**src/rtl/tt_pwm_multi.sv**
```systemverilog
// -----------------------------------------------------------------------------
// tt_pwm_multi -- multi-channel PWM generator for a Tiny Tapeout tile.
//
// A shared prescaler and period counter feed CHANNELS comparators. Every
// setting lives in a shadow register written through a byte-wide port. The
// shadow copies into the active register only at period wrap, so an output
// never changes shape part-way through a period.
//
// Optional feature macro: PWM_POL_EN
//   defined   : POL register at address CHANNELS+2; bit i inverts pwm_out[i].
//               POL is double-buffered like the duty registers.
//   undefined : no POL register and no inversion logic. Writes to
//               CHANNELS+2 are ignored.
//
// Ports
//   clk          tile clock
//   rst          synchronous reset, active-high
//   ena          count enable; 0 freezes prescaler, counter and outputs
//   wr_en        register write strobe
//   wr_addr      0=PERIOD, 1=PRESCALE, 2..CHANNELS+1=DUTY[i], CHANNELS+2=POL
//   wr_data      write data (PRESCALE takes the low 8 bits)
//   pwm_out      registered PWM outputs, 1 cycle behind the counter
//   period_tick  one-cycle pulse on each period wrap
// -----------------------------------------------------------------------------
module tt_pwm_multi #(
    parameter int CHANNELS = 4,
    parameter int WIDTH    = 8,
    parameter int AW       = 3
) (
    input  logic                clk,
    input  logic                rst,
    input  logic                ena,
    input  logic                wr_en,
    input  logic [AW-1:0]       wr_addr,
    input  logic [WIDTH-1:0]    wr_data,
    output logic [CHANNELS-1:0] pwm_out,
    output logic                period_tick
);

    localparam logic [AW-1:0] ADDR_PERIOD   = AW'(0);
    localparam logic [AW-1:0] ADDR_PRESCALE = AW'(1);

    logic [WIDTH-1:0]    r_period_sh;
    logic [WIDTH-1:0]    r_period_act;
    logic [7:0]          r_prescale_sh;
    logic [7:0]          r_prescale_act;
    logic [7:0]          r_pre_cnt;
    logic [WIDTH-1:0]    r_cnt;
    logic [CHANNELS-1:0] r_pwm;
    logic                r_tick;

    logic [7:0]          w_wr_lo8;
    logic                w_step;
    logic                w_wrap;
    logic [CHANNELS-1:0] w_cmp;
    logic [CHANNELS-1:0] w_pwm_next;

    assign w_wr_lo8 = 8'(wr_data);
    assign w_step   = (r_pre_cnt == r_prescale_act);
    // Wrap is the single event that advances the period and loads every
    // active register. It is gated by ena, so a frozen tile never reloads.
    assign w_wrap   = ena && w_step && (r_cnt == r_period_act);

    // Shared timebase: prescaler, period counter and output registers.
    always_ff @(posedge clk) begin
        if (rst) begin
            r_period_sh    <= '1;
            r_period_act   <= '1;
            r_prescale_sh  <= '0;
            r_prescale_act <= '0;
            r_pre_cnt      <= '0;
            r_cnt          <= '0;
            r_pwm          <= '0;
            r_tick         <= 1'b0;
        end else begin
            if (wr_en && wr_addr == ADDR_PERIOD) begin
                r_period_sh <= wr_data;
            end
            if (wr_en && wr_addr == ADDR_PRESCALE) begin
                r_prescale_sh <= w_wr_lo8;
            end

            r_tick <= w_wrap;

            if (ena) begin
                r_pre_cnt <= w_step ? 8'd0 : r_pre_cnt + 8'd1;
                if (w_step) begin
                    r_cnt <= (r_cnt == r_period_act) ? '0 : r_cnt + WIDTH'(1);
                end
                // On the wrap cycle the active registers take the shadow's
                // value from before this edge. A write on the same cycle
                // stays in the shadow until the next wrap.
                if (w_wrap) begin
                    r_period_act   <= r_period_sh;
                    r_prescale_act <= r_prescale_sh;
                end
                r_pwm <= w_pwm_next;
            end
        end
    end

    // Per-channel duty registers and comparators.
    genvar gi;
    generate
        for (gi = 0; gi < CHANNELS; gi++) begin : g_ch
            logic [WIDTH-1:0] r_duty_sh;
            logic [WIDTH-1:0] r_duty_act;

            always_ff @(posedge clk) begin
                if (rst) begin
                    r_duty_sh  <= '0;
                    r_duty_act <= '0;
                end else begin
                    if (w_wrap) begin
                        r_duty_act <= r_duty_sh;
                    end
                    if (wr_en && wr_addr == AW'(gi + 2)) begin
                        r_duty_sh <= wr_data;
                    end
                end
            end

            // The counter never exceeds the period. So duty=0 gives a
            // constant 0, and duty > period gives a constant 1.
            assign w_cmp[gi] = (r_cnt < r_duty_act);
        end
    endgenerate

`ifdef PWM_POL_EN
    logic [CHANNELS-1:0] r_pol_sh;
    logic [CHANNELS-1:0] r_pol_act;

    always_ff @(posedge clk) begin
        if (rst) begin
            r_pol_sh  <= '0;
            r_pol_act <= '0;
        end else begin
            if (w_wrap) begin
                r_pol_act <= r_pol_sh;
            end
            if (wr_en && wr_addr == AW'(CHANNELS + 2)) begin
                r_pol_sh <= CHANNELS'(wr_data);
            end
        end
    end

    // Polarity is applied before the output register. Reset still
    // clears pwm_out to 0 whatever the polarity is.
    assign w_pwm_next = w_cmp ^ r_pol_act;
`else
    assign w_pwm_next = w_cmp;
`endif

    assign pwm_out     = r_pwm;
    assign period_tick = r_tick;

endmodule

```
**config.mk**
```make
export PLATFORM = sky130hd
export DESIGN_NAME = tt_pwm_multi
export DESIGN_NICKNAME = d
export VERILOG_FILES = /design/src/rtl/tt_pwm_multi.sv
export SDC_FILE = /design/constraint.sdc
export NUM_CORES = 1
export LEC_CHECK = 0
export ABC_CLOCK_PERIOD_IN_PS = 5550
export BUFFER_PORTS_ARGS = -buffer_cell sky130_fd_sc_hd__clkbuf_2
export CORE_ASPECT_RATIO = 0.75
export CORE_MARGIN = 2
export CORE_UTILIZATION = 65
export DETAILED_ROUTE_END_ITERATION = 10
export PLACE_DENSITY = 0.83
export SLEW_MARGIN = 10
export SYNTH_ARGS = -nofsm -noshare
export SYNTH_HDL_FRONTEND = slang
export SYNTH_SLANG_ARGS = --single-unit
```
**constraint.sdc**
```tcl
create_clock -name clk -period 5.55 [get_ports clk]
set_input_delay 1.11 -clock clk [delete_from_list [all_inputs] [get_ports clk]]
set_output_delay 1.11 -clock clk [all_outputs]
set_load 0.005 [all_outputs]
```
==> impl_metrics.env, run 1 <==
export IMPL_syn_avg_cell_area_um2=8.325
export IMPL_wl_met2_um=5893
export IMPL_antenna_found_initial=0
export IMPL_critPathBufInv=1
export IMPL_layout_nets=694
export IMPL_synth_cells=650
export IMPL_status="completed"
export IMPL_drive_gt1_frac=0.08636
export IMPL_grt_max_degree=114
export IMPL_crit_fanout=32
export IMPL_ys_top_cells_by_area="dfxtp_1 (43%), a21oi_1 (9.2%), ha_1 (6.9%), nand2_1 (6.4%), nand3_1 (4.9%)"
export IMPL_r2r_start="r_cnt[4]"
export IMPL_gp_congestion=0.8426
export IMPL_worst_pin_slew_ns=1.140
export IMPL_die_h_um=83.02
export IMPL_cp_end_kind="flop"
export IMPL_synth_commonest_cells="dfxtp_1 (117), a21oi_1 (99), nand2_1 (92), nand3_1 (53), o21ai_0 (45)"
export IMPL_hold_end="g_ch[0].r_duty_sh[4]"
export IMPL_dpl_cell_area_um2=5455
export IMPL_cts_htree_levels=4
export IMPL_synth_seq_cells=117
export IMPL_hold_depth=2
export IMPL_rows=28
export IMPL_hold_viol_final=0
export IMPL_r2r_setup_slack_ns=2.56
export IMPL_critPathKind="flop to flop"
export IMPL_synth_nets=695
export IMPL_synth_edff_count=0
export IMPL_rsz0062_at_grt="no"
export IMPL_grt_overflow=0
export IMPL_reg2reg_depth=6
export IMPL_die_area_um2=9079
export IMPL_peakVddDrop_mv=0.2549
export IMPL_core_area_um2=7988
export IMPL_post_route_period_util=0.5383
export IMPL_wl_met3_um=1152
export IMPL_wirelength_um=13410
export IMPL_num_io_pins=20
export IMPL_grt_usage=0.3149
export IMPL_yosysWarnings=0
export IMPL_drtAntennaViolNets=0
export IMPL_multi_input_area_um2=2756
export IMPL_start_kind="flop"
export IMPL_fin_area_um2=6025
export IMPL_post_cts_setup_buffers=0
export IMPL_r2r_end="r_cnt[7]"
export IMPL_hold_start="g_ch[0].r_duty_sh[4]"
export IMPL_cp_required_ns=5.97
export IMPL_critPathTopFamily="simple AND/OR/NAND/NOR gates"
export IMPL_leakagePower_nw=2.167
export IMPL_cts_buffers=17
export IMPL_initial_core_util=0.6775
export IMPL_wl_per_cell_um=17.53
export IMPL_netlist_cell_type_count=38
export IMPL_slowest_stage="and2_1"
export IMPL_maxUsedRoutingLayer="met4"
export IMPL_drt_met1_wl_um=6099
export IMPL_via_per_inst=6.116
export IMPL_numPortBuffers=19
export IMPL_cts_sinks=117
export IMPL_area_growth_pct=11.33
export IMPL_seqCellArea_um2=2342
export IMPL_n_antenna_cell=0
export IMPL_whs_ns=0.4612
export IMPL_synth_top_cell_area_share=0.4328
export IMPL_worstHoldPathType="flop to flop"
export IMPL_ctsHoldBuffers=0
export IMPL_post_place_cells=735
export IMPL_fin_cells=765
export IMPL_critPathArrivalTime_ns=3.40
export IMPL_slew_headroom=0.2397
export IMPL_yosysMostFrequentCell="dfxtp_1"
export IMPL_max_freq_mhz=334.8
export IMPL_ys_seq_area_frac=0.4328
export IMPL_setup_violations=0
export IMPL_synth_area_um2=5411
export IMPL_slew_violations=0
export IMPL_ctsResizeCount=0
export IMPL_vias=4679
export IMPL_worst_clock_skew_ns=0.008202
export IMPL_clk_insertion_delay_late_ns=0.53
export IMPL_synth_async_reset_ratio=0
export IMPL_first_global_vias=4346
export IMPL_dr_pass1_iters=7
export IMPL_maxCapViolations=0
export IMPL_min_period_ns=2.987
export IMPL_slowest_delay_ns=0.89
export IMPL_drc_errors=0
export IMPL_hpwl_um=8755
export IMPL_power_density_nw_per_um2=336.3
export IMPL_clk_path_buf_depth=2
export IMPL_synth_top_area_cell="dfxtp_1"
export IMPL_setup_tns_ns=0
export IMPL_nFillCells=576
export IMPL_grt_pass1_wl_um=21890
export IMPL_clkTransAtPathRegs_ns=0.06
export IMPL_cts_tree="done"
export IMPL_cts_root_buf="clkbuf_8"
export IMPL_die_width_um=109.4
export IMPL_ys_flop_type="dfxtp_1"
export IMPL_drt_iter0_markers=428
export IMPL_crit_path_cell_trace="xor2_1 -> nor4_4 -> and2_1 -> buf_4 -> nor4_1 -> a32o_1"
-- cells by family after synthesis --
group           Yosys count  synth area share
compound gates          178            0.1857
buf+inv                  70           0.05896
flops                   117            0.4328
fa+ha+maj                30           0.06936
simple gates            227            0.2067
mux                       5          0.009249
xor+xnor                 23           0.03723
-- worst max-delay path by stage --
stage | slack [ns] | cells past startpoint | from | endpoint
5_1_grt | 2.48 | 6 | r_cnt[5] | r_cnt[7]
2_1_floorplan | 3.19 | 5 | wr_en | r_period_sh[5]
4_1_cts | 2.63 | 6 | r_cnt[4] | r_cnt[7]
3_3_place_gp | 2.38 | 6 | ena | g_ch[0].r_duty_act[7]
6_report | 2.56 | 6 | r_cnt[4] | r_cnt[7]
3_5_place_dp | 2.26 | 5 | ena | r_period_act[1]
-- area by class of cell --
class,instances,area share
Inverter,28,0.01745
Timing Repair Buffer,22,0.01994
Clock buffer,21,0.07290
Tap cell,105,0.02181
Sequential cell,117,0.3888
Clock inverter,9,0.02160
Multi-Input combinational cell,463,0.4575
-- layout by cell type (no fill, tap or decap), drive strengths merged --
master	count
nand4	5
and2	2
a21o	12
or2	2
nor3b	1
a32o	1
nor4	3
xor2	14
clkinvlp	4
nor3	4
o2bb2ai	1
mux2i	5
and3b	1
nor2b	10
ha	30
a21oi	99
nand4b	4
or3	3
clkbuf	39
buf	4
nand3b	1
nand3	53
o21ai	45
and3	15
clkinv	2
a211o	16
dfxtp	117
xnor2	9
nand2	93
nand2b	6
a2111oi	4
inv	28
nor2	24
bufinv	3
-- per-stage QoR --
stage          utilization  worst slack (ns)  total power [mW]
2_1_floorplan            -             3.190            0.9471
3_3_place_gp        0.6830             2.383            0.9740
5_1_grt             0.7542             2.476             2.086
6_report            0.7542             2.563             2.026
3_5_place_dp        0.6830             2.264            0.9775
4_1_cts             0.7542             2.628             2.029
-- worst register-to-register path: stages, from the launching register on --
cell and delay [ns]:
dfxtp_1 0.57, xor2_1 0.17, nor4_4 0.47, and2_1 0.89
buf_4 0.41, nor4_1 0.14, a32o_1 0.23
-- routing by layer --
layer  vias up  GRT usage
met1      2197     0.4519
met5         -          0
met4         0     0.1208
met2       198     0.4456
li1       2253          -
met3        31    0.09027
-- registers in the layout, summed over array words and instances, names as in the netlist --
signal	count
g_ch.r_duty_act	32
g_ch.r_duty_sh	32
r_cnt	8
r_period_act	8
r_period_sh	8
r_pre_cnt	8
r_prescale_act	8
r_prescale_sh	8
pwm_out	4
period_tick	1
-- power by group --
part           leakage (nW)  total (mW)  internal, mW  switching, mW
Sequential            0.945       0.864         0.852         0.0126
Combinational         0.956      0.0985        0.0300         0.0684
Clock                 0.266        1.06         0.688          0.376
No activity file was read; power rests on OpenSTA's default activity.
==> run 2, diff against run 1 <==
- ABC_CLOCK_PERIOD_IN_PS: 5550 -> 2600
- CORE_UTILIZATION: 65 -> 56
- PLACE_DENSITY: 0.83 -> 0.76
- clock period: 5.55 -> 2.6 ns (I/O delays scaled with it)
==> run 2 against run 1 <==
Die area rose by 15%. Highest routed layer unchanged. Cell count up 4.8%. Fmax grew 35%. Critical path type unchanged. Largest power group unchanged.
==> impl_metrics.env, run 2 (synthesis gave the netlist of run 1 again) <==
export IMPL_hpwl_um=9435
export IMPL_wl_per_cell_um=17.54
export IMPL_crit_path_cell_trace="xor2_1 -> nor4_4 -> and2_1 -> buf_4 -> and3_1 -> a211o_1"
export IMPL_clk_insertion_delay_late_ns=0.41
export IMPL_power_switching_mw=1.016
export IMPL_vias=4721
export IMPL_status="completed"
export IMPL_hold_viol_final=0
export IMPL_drtAntennaViolNets=0
export IMPL_total_power_mw=4.589
export IMPL_startpoint="r_cnt[4]"
export IMPL_slowest_delay_ns=0.57
export IMPL_cp_end_kind="flop"
export IMPL_rows=31
export IMPL_antenna_found_initial=0
export IMPL_drt_iter0_markers=432
export IMPL_setup_violations=0
export IMPL_final_common_cell="dfxtp_1"
export IMPL_grt_overflow=0
export IMPL_power_density_nw_per_um2=739.6
export IMPL_initial_core_util=0.5671
export IMPL_wirelength_um=14070
export IMPL_r2r_end="r_period_act[7]"
export IMPL_worst_pin_slew_ns=0.7837
export IMPL_fin_cells=802
export IMPL_worst_clock_skew_ns=0.01143
export IMPL_leakagePower_nw=2.249
export IMPL_maxCapViolations=0
export IMPL_post_route_period_util=0.8512
export IMPL_critPathKind="flop to flop"
export IMPL_dr_pass1_iters=5
export IMPL_swShare=0.2214
export IMPL_gp_congestion=0.8748
export IMPL_first_global_vias=4366
export IMPL_area_growth_pct=14.66
export IMPL_post_place_cells=770
export IMPL_final_core_util=0.6503
export IMPL_core_area_um2=9542
export IMPL_via_per_inst=5.887
export IMPL_critPathArrivalTime_ns=2.55
export IMPL_die_area_um2=10470
export IMPL_grt_usage=0.2737
export IMPL_crit_path_end="r_period_act[7]"
export IMPL_clkPwrFrac=0.549
export IMPL_post_cts_setup_buffers=0
export IMPL_worstHoldPathType="input port to flop"
export IMPL_ctsHoldBuffers=0
export IMPL_cts_sinks=117
export IMPL_max_freq_mhz=451.9
export IMPL_drive_gt1_frac=0.1030
export IMPL_whs_ns=0.4294
export IMPL_n_antenna_cell=0
export IMPL_setup_tns_ns=0
export IMPL_min_period_ns=2.213
export IMPL_numPortBuffers=19
export IMPL_cts_tree="done"
export IMPL_p_seq_frac=0.402
export IMPL_cp_required_ns=2.94
export IMPL_reg2reg_depth=6
export IMPL_cts_buffers=17
export IMPL_start_kind="flop"
export IMPL_slowest_stage="dfxtp_1"
export IMPL_crit_fanout=28
export IMPL_p_int_mw=3.573
export IMPL_num_io_pins=20
export IMPL_grt_pass1_wl_um=22380
export IMPL_hold_start="wr_data[1]"
export IMPL_rsz0062_at_grt="no"
export IMPL_clkTransAtPathRegs_ns=0.06
export IMPL_r2r_setup_slack_ns=0.39
export IMPL_drc_errors=0
export IMPL_final_cell_mix="dfxtp_1 (117), a21oi_1 (99), nand2_1 (92)"
export IMPL_grt_max_degree=67
export IMPL_cts_root_buf="clkbuf_16"
export IMPL_top_regs="g_ch.r_duty_act (32), g_ch.r_duty_sh (32)"
export IMPL_slew_headroom=0.4735
export IMPL_slew_violations=0
export IMPL_clk_path_buf_depth=2
export IMPL_die_h_um=89.13
export IMPL_r2r_start="r_cnt[4]"
export IMPL_peakVddDrop_mv=0.4788
export IMPL_layout_nets=702
export IMPL_die_width_um=117.5
export IMPL_ctsResizeCount=0
export IMPL_cts_htree_levels=4
export IMPL_power_frac_comb=0.049
[run 2: cell type report]
class / count / area (um2)
Clock buffer: 21 / 470.5
Clock inverter: 11 / 172.7
Fill cell: 768 / 3337
Inverter: 28 / 105.1
Multi-Input combinational cell: 463 / 2756
Sequential cell: 117 / 2342
Tap cell: 132 / 165.2
Timing Repair Buffer: 30 / 192.7
[run 2: routing by layer]
layer | wire length [um] | part of all wire | vias to the layer above | track usage
met4 | 250 | 0.018 | 0 | 0.08324
met3 | 1215 | 0.086 | 19 | 0.07207
li1 | - | - | 2260 | -
met2 | 6202 | 0.44 | 215 | 0.4226
met5 | 0 | 0 | - | 0
met1 | 6402 | 0.46 | 2227 | 0.3813
[run 2: worst min path at each step]
stage,cells after the start,to,slack [ns]
6_report,3,g_ch[3].r_duty_sh[1],0.43
3_5_place_dp,2,r_prescale_sh[5],0.45
3_3_place_gp,2,g_ch[0].r_duty_sh[3],0.45
2_1_floorplan,2,g_ch[0].r_duty_sh[0],0.44
4_1_cts,3,g_ch[3].r_duty_sh[1],0.43
5_1_grt,2,r_period_sh[1],0.44
[run 2: worst max-delay path, delay by kind of cell, from the launching register on]
kind,cells,cell delay [ns]
AND/OR/NAND/NOR,3,0.96
flip-flops,1,0.57
buffers and inverters,1,0.33
XOR/XNOR,1,0.17
AO/OA/AOI/OAI,1,0.11
[run 2: metrics by stage]
step,instance area [um2],worst slack [ns]
floorplan,5411,0.8298
global placement,5562,0.5539
detailed placement,5562,0.4885
CTS,6205,0.4075
global route,6205,0.2797
finish,6205,0.3870
[run 2: power by group through the flow]
stage | clock network [mW] | registers (mW) | logic (mW)
after floorplan | 0 | 1.87 | 0.152
after global placement | 0 | 1.88 | 0.212
after detailed placement | 0 | 1.88 | 0.220
after CTS | 2.52 | 1.84 | 0.221
after global routing | 2.62 | 1.85 | 0.244
final | 2.52 | 1.84 | 0.224
